===== config.mk =====
export PLATFORM = sky130hd
export DESIGN_NAME = alu_issue_ctrl
export DESIGN_NICKNAME = d
export VERILOG_FILES = /design/src/rtl/alu_pkg.sv /design/src/rtl/alu_issue_regfile.sv /design/src/rtl/alu_issue_ctrl.sv
export SDC_FILE = /design/constraint.sdc
export NUM_CORES = 1
export LEC_CHECK = 0
export ABC_AREA = 1
export CORE_MARGIN = 8
export CORE_UTILIZATION = 51
export DETAILED_ROUTE_END_ITERATION = 8
export PLACE_DENSITY = 0.88
export SLEW_MARGIN = 20
export SYNTH_ARGS = -nofsm -noshare
export SYNTH_HDL_FRONTEND = slang
export SYNTH_SLANG_ARGS = --single-unit

===== constraint.sdc =====
create_clock -name clk -period 1.56 [get_ports clk]
set_input_delay 0.312 -clock clk [delete_from_list [all_inputs] [get_ports clk]]
set_output_delay 0.312 -clock clk [all_outputs]
set_load 0.05 [all_outputs]

===== src/rtl/alu_pkg.sv =====
`default_nettype none
// ============================================================================
// Module  : alu_pkg
// Brief   : Shared opcodes, FSM encoding and width defaults for the ALU issue
//           controller.
// Revision: 1.0 - initial release
// ============================================================================
package alu_pkg;

    localparam int ALU_DATA_W = 8;

    localparam logic [2:0] OP_ADD = 3'b000;
    localparam logic [2:0] OP_SUB = 3'b001;
    localparam logic [2:0] OP_NOT = 3'b010;
    localparam logic [2:0] OP_AND = 3'b011;
    localparam logic [2:0] OP_OR  = 3'b100;
    localparam logic [2:0] OP_XOR = 3'b101;
    localparam logic [2:0] OP_SHL = 3'b110;
    localparam logic [2:0] OP_SHR = 3'b111;

    typedef enum logic [1:0] {
        ST_IDLE = 2'd0,
        ST_EXEC = 2'd1,
        ST_WB   = 2'd2
    } state_t;

endpackage
`default_nettype wire


===== src/rtl/alu_issue_regfile.sv =====
`default_nettype none
// ============================================================================
// Module  : alu_issue_regfile
// Brief   : 2^RA_W x DATA_W register file, one sync write, three comb reads.
//           ALU_ISSUE_R0_ZERO_EN hardwires register 0 to zero.
// Revision: 1.0 - initial release
// ============================================================================
module alu_issue_regfile #(
    parameter int DATA_W = 8,
    parameter int RA_W   = 2
) (
    input  logic              clk,
    input  logic              rst_n,
    input  logic              i_we,
    input  logic [RA_W-1:0]   i_waddr,
    input  logic [DATA_W-1:0] i_wdata,
    input  logic [RA_W-1:0]   i_raddr1,
    output logic [DATA_W-1:0] o_rdata1,
    input  logic [RA_W-1:0]   i_raddr2,
    output logic [DATA_W-1:0] o_rdata2,
    input  logic [RA_W-1:0]   i_dbg_addr,
    output logic [DATA_W-1:0] o_dbg_data
);

    localparam int NREG = 1 << RA_W;

    logic [DATA_W-1:0] r_regs [NREG];
    logic              w_wr_en;

`ifdef ALU_ISSUE_R0_ZERO_EN
    assign w_wr_en    = i_we && (i_waddr != '0);
    assign o_rdata1   = (i_raddr1   == '0) ? '0 : r_regs[i_raddr1];
    assign o_rdata2   = (i_raddr2   == '0) ? '0 : r_regs[i_raddr2];
    assign o_dbg_data = (i_dbg_addr == '0) ? '0 : r_regs[i_dbg_addr];
`else
    assign w_wr_en    = i_we;
    assign o_rdata1   = r_regs[i_raddr1];
    assign o_rdata2   = r_regs[i_raddr2];
    assign o_dbg_data = r_regs[i_dbg_addr];
`endif

    always_ff @(posedge clk or negedge rst_n) begin
        if (!rst_n) begin
            for (int i = 0; i < NREG; i++) begin
                r_regs[i] <= '0;
            end
        end else if (w_wr_en) begin
            r_regs[i_waddr] <= i_wdata;
        end
    end

endmodule
`default_nettype wire


===== src/rtl/alu_issue_ctrl.sv =====
`default_nettype none
// ============================================================================
// Module  : alu_issue_ctrl
// Brief   : Issue/writeback controller for an external combinational ALU.
//           Option macro: ALU_ISSUE_R0_ZERO_EN (register 0 reads as zero).
// Revision: 1.0 - initial release
// ============================================================================
module alu_issue_ctrl
    import alu_pkg::*;
#(
    parameter int DATA_W = ALU_DATA_W,
    parameter int RA_W   = 2
) (
    input  logic              clk,
    input  logic              rst_n,
    input  logic              in_valid,
    output logic              in_ready,
    input  logic [2:0]        in_opcode,
    input  logic [RA_W-1:0]   in_rd,
    input  logic [RA_W-1:0]   in_rs1,
    input  logic [RA_W-1:0]   in_rs2,
    input  logic              in_imm_sel,
    input  logic [DATA_W-1:0] in_imm,
    output logic [2:0]        alu_opcode,
    output logic [DATA_W-1:0] alu_operand1,
    output logic [DATA_W-1:0] alu_operand2,
    input  logic [DATA_W-1:0] alu_result,
    output logic              wb_valid,
    output logic [RA_W-1:0]   wb_rd,
    output logic [DATA_W-1:0] wb_data,
    input  logic [RA_W-1:0]   dbg_addr,
    output logic [DATA_W-1:0] dbg_data
);

    state_t            r_state;
    state_t            w_next;
    logic              w_accept;

    logic [2:0]        r_alu_opcode;
    logic [DATA_W-1:0] r_alu_op1;
    logic [DATA_W-1:0] r_alu_op2;
    logic [RA_W-1:0]   r_rd;
    logic [DATA_W-1:0] r_result;

    logic [DATA_W-1:0] w_rs1_data;
    logic [DATA_W-1:0] w_rs2_data;

    alu_issue_regfile #(
        .DATA_W (DATA_W),
        .RA_W   (RA_W)
    ) u_regfile (
        .clk        (clk),
        .rst_n      (rst_n),
        .i_we       (r_state == ST_WB),
        .i_waddr    (r_rd),
        .i_wdata    (r_result),
        .i_raddr1   (in_rs1),
        .o_rdata1   (w_rs1_data),
        .i_raddr2   (in_rs2),
        .o_rdata2   (w_rs2_data),
        .i_dbg_addr (dbg_addr),
        .o_dbg_data (dbg_data)
    );

    always_ff @(posedge clk or negedge rst_n) begin
        if (!rst_n) begin
            r_state <= ST_IDLE;
        end else begin
            r_state <= w_next;
        end
    end

    always_comb begin
        w_next   = r_state;
        w_accept = 1'b0;
        case (r_state)
            ST_IDLE: begin
                if (in_valid) begin
                    w_accept = 1'b1;
                    w_next   = ST_EXEC;
                end
            end
            ST_EXEC: w_next = ST_WB;
            ST_WB:   w_next = ST_IDLE;
            default: w_next = ST_IDLE;
        endcase
    end

    // Operands are sampled at accept and held, so the ALU inputs are stable
    // through EXEC and keep their last values afterwards.
    always_ff @(posedge clk or negedge rst_n) begin
        if (!rst_n) begin
            r_alu_opcode <= '0;
            r_alu_op1    <= '0;
            r_alu_op2    <= '0;
            r_rd         <= '0;
            r_result     <= '0;
        end else begin
            if (w_accept) begin
                r_alu_opcode <= in_opcode;
                r_alu_op1    <= w_rs1_data;
                r_alu_op2    <= in_imm_sel ? in_imm : w_rs2_data;
                r_rd         <= in_rd;
            end
            if (r_state == ST_EXEC) begin
                r_result <= alu_result;
            end
        end
    end

    assign in_ready     = (r_state == ST_IDLE);
    assign wb_valid     = (r_state == ST_WB);
    assign wb_rd        = r_rd;
    assign wb_data      = r_result;
    assign alu_opcode   = r_alu_opcode;
    assign alu_operand1 = r_alu_op1;
    assign alu_operand2 = r_alu_op2;

endmodule
`default_nettype wire

==> metrics.cfg <==
[status]
status = finished with violations
failed_checks = setup timing

[die]
fp.dieW_um = 95.7
num_rows = 29
dieArea_sq_mm = 0.00915
ioPinCount = 70
die_y_um = 95.7
start_util_pct = 51.8
core_sq_mm = 0.00624

[sta]
rsz0062_at_grt = yes
clock_skew_ns = 0.0108
hold_violations = 0
min_period_over_period_pct = 104
fmax_ghz = 0.616
worst_pin_slew_ns = 0.456
setup_viol = 6
slew_violations = 0
slew_headroom_pct = 69.5
holdWs_ns = 0.496
layout_setup_ws_ns = -0.0633
period_minus_slack_ns = 1.62

[global_route]
grt_usage_pct = 23.3
grt_max_degree = 64
grt_pass1_wl_mm = 16.6
antenna_found_initial = 0
grt_overflow = 0
grt_pass1_vias = 3351

[synth]
synth_top_area_share_pct = 48.7
synth_area_leaders = dfrtp_1, nand2_1, nor2_1
synth_cell_types = 17
syn_area_sq_mm = 0.00324
synth_seq_area_share_pct = 48.7
syn-instance-count = 446
ys_ff_latch = 63
synth.avg_cell_area_sq_um = 7.25
syn-num-nets = 477
yosysTopAreaCell = dfrtp_1
ys_warn_count = 0

[place]
io_buffers = 69
dp_hpwl_mm = 6.86
dpl_cell_area_sq_mm = 0.00448
gp_congestion = 0.859

[job]
max-cap-violations = 0

[clocking]
tritoncts.num_buffers = 9
cts.htree.levels = 3
insertion_delay_ns = 0.36
cts_tree = built
clk_pin_slew_ns = 0.08
cts-root-buf = clkbuf_8
cts_max_path_buffers = 2
clkSinkCount = 63

[setup_path]
max_stage_delay_ns = 0.41
r2r-start = wb_rd[1]$_DFFE_PN0P_
crit_path_end_kind = output port
startpoint_type = flip-flop
r2r_slack_ns = 0.15
r2r_cells = 4
worstPathRequired_ns = 1.25
cp_top_family = flip-flops
critical_path_arrival_ns = 1.31
crit_type = flip-flop to output port
rr_endpoint = u_regfile.r_regs[27]$_DFFE_PN0P_
worst_path_max_delay_cell = dfrtp_1
path_max_fanout = 2
worst-path-buf-inv = 1
path_cells = o21ai_1, o22ai_2, buf_12

[detailed_routing]
drt_iter0_markers = 559
vias = 3547
via_per_inst = 5.70
routed_wl_mm = 10.6
dr.pass1.iters = 7
post-route-drc-count = 0
wl_per_cell_um = 17.1
ant_nets = 0

[cells_and_area]
fin_area_sq_mm = 0.00489
nets = 571
final_cell_mix = nand2_1, nor2_1, dfrtp_1
antenna_cells = 0
area_growth_syn_to_layout_pct = 51.0
final_common_cell = nand2_1
drive_gt1_share_pct = 23.1

[pwr]
p_per_area_mw_per_mm2 = 1860
p_leak_nw = 2.37
ir_drop_mv = 1.42

[hold_path]
hold_path.class = input port to async pin

==> worst register-to-register path, cell delays in order (launching register included) <==
cell and delay (ns):
dfrtp_1 0.53, nor2_1 0.23, nand2_2 0.24, nand2_1 0.16, o21ai_0 0.12
==> synth_stat cells (all sizes together) <==
cell type and n:
buf 18, clkbuf 2, dfrtp 63, inv 27, nand2 176, nand3 18
nor2 69, o21ai 65, o22ai 8
==> layout make-up <==
type | instances | area, sq um
fill | 389 | 1360
sequential | 63 | 1580
clock inverter | 6 | 68.8
multi-input combinational | 336 | 1530
timing repair buffer | 103 | 1370
inverter | 27 | 101
clock buffer | 10 | 138
tap | 77 | 96.3
==> stage by stage <==
step | setup WS [ns] | std cells | utilization (%) | setup TNS [ns] | power (mW)
detailed placement | -0.374 | 585 | 71.7 | -2.76 | 6.99
finish | -0.0633 | 622 | 78.3 | -0.150 | 9.07
global route | -0.0749 | 622 | 78.3 | -0.369 | 9.45
CTS | 0.00129 | 610 | 76.5 | 0 | 8.65
floorplan | 0.0424 | 446 | - | 0 | 4.95
global placement | -0.292 | 585 | 71.7 | -2.26 | 6.81
==> routing by layer <==
| metal | share of wire (%) | wire length (um) | track usage [%] |
|---|---|---|---|
| met2 | 47 | 4940 | 37.8 |
| met3 | 11 | 1170 | 6.14 |
| met1 | 37 | 3980 | 28.0 |
| met5 | 0 | 0 | 0 |
| met4 | 4.9 | 519 | 11.9 |
==> flip-flops by register name (all words and copies together) (netlist names) <==
name / count
wb_rd: 2
alu_operand2: 8
wb_data: 8
r_state: 2
u_regfile.r_regs: 32
alu_operand1: 8
alu_opcode: 3
==> worst max-delay path by stage <==
stage	end	slack (ns)	cells after the start	startpoint
CTS	dbg_data[3]	0.001	3	u_regfile.r_regs[11]$_DFFE_PN0P_
floorplan	u_regfile.r_regs[21]$_DFFE_PN0P_	0.04	6	wb_rd[0]$_DFFE_PN0P_
global placement	dbg_data[3]	-0.29	5	dbg_addr[1]
global route	dbg_data[1]	-0.07	3	u_regfile.r_regs[1]$_DFFE_PN0P_
detailed placement	dbg_data[3]	-0.37	5	dbg_addr[1]
finish	dbg_data[1]	-0.06	3	u_regfile.r_regs[9]$_DFFE_PN0P_
==> cells by family after synthesis <==
| kind of cell | after synthesis | synth area share [%] |
|---|---|---|
| buffers and inverters | 47 | 6.96 |
| DFF | 63 | 48.7 |
| and+or+nand+nor | 263 | 32.7 |
| AOI/OAI and AO/OA | 73 | 11.6 |
==> power breakdown <==
part           switching (mW)  leakage, nW  internal [mW]  total, mW
clock network           0.713       0.0912          0.786       1.50
registers               0.780        0.793           2.24       3.02
logic                    2.50         1.49           2.04       4.54
==> what timing repair did <==
action	in CTS	in global routing
hold buffers	1	0
buffers inserted	8	12
hold endpoints to repair	63	0
pin swaps	3	5
cloned	0	0
endpoints found under the setup margin	8	9
gates resized for setup	28	14
(Power assumes the default switching activity.)
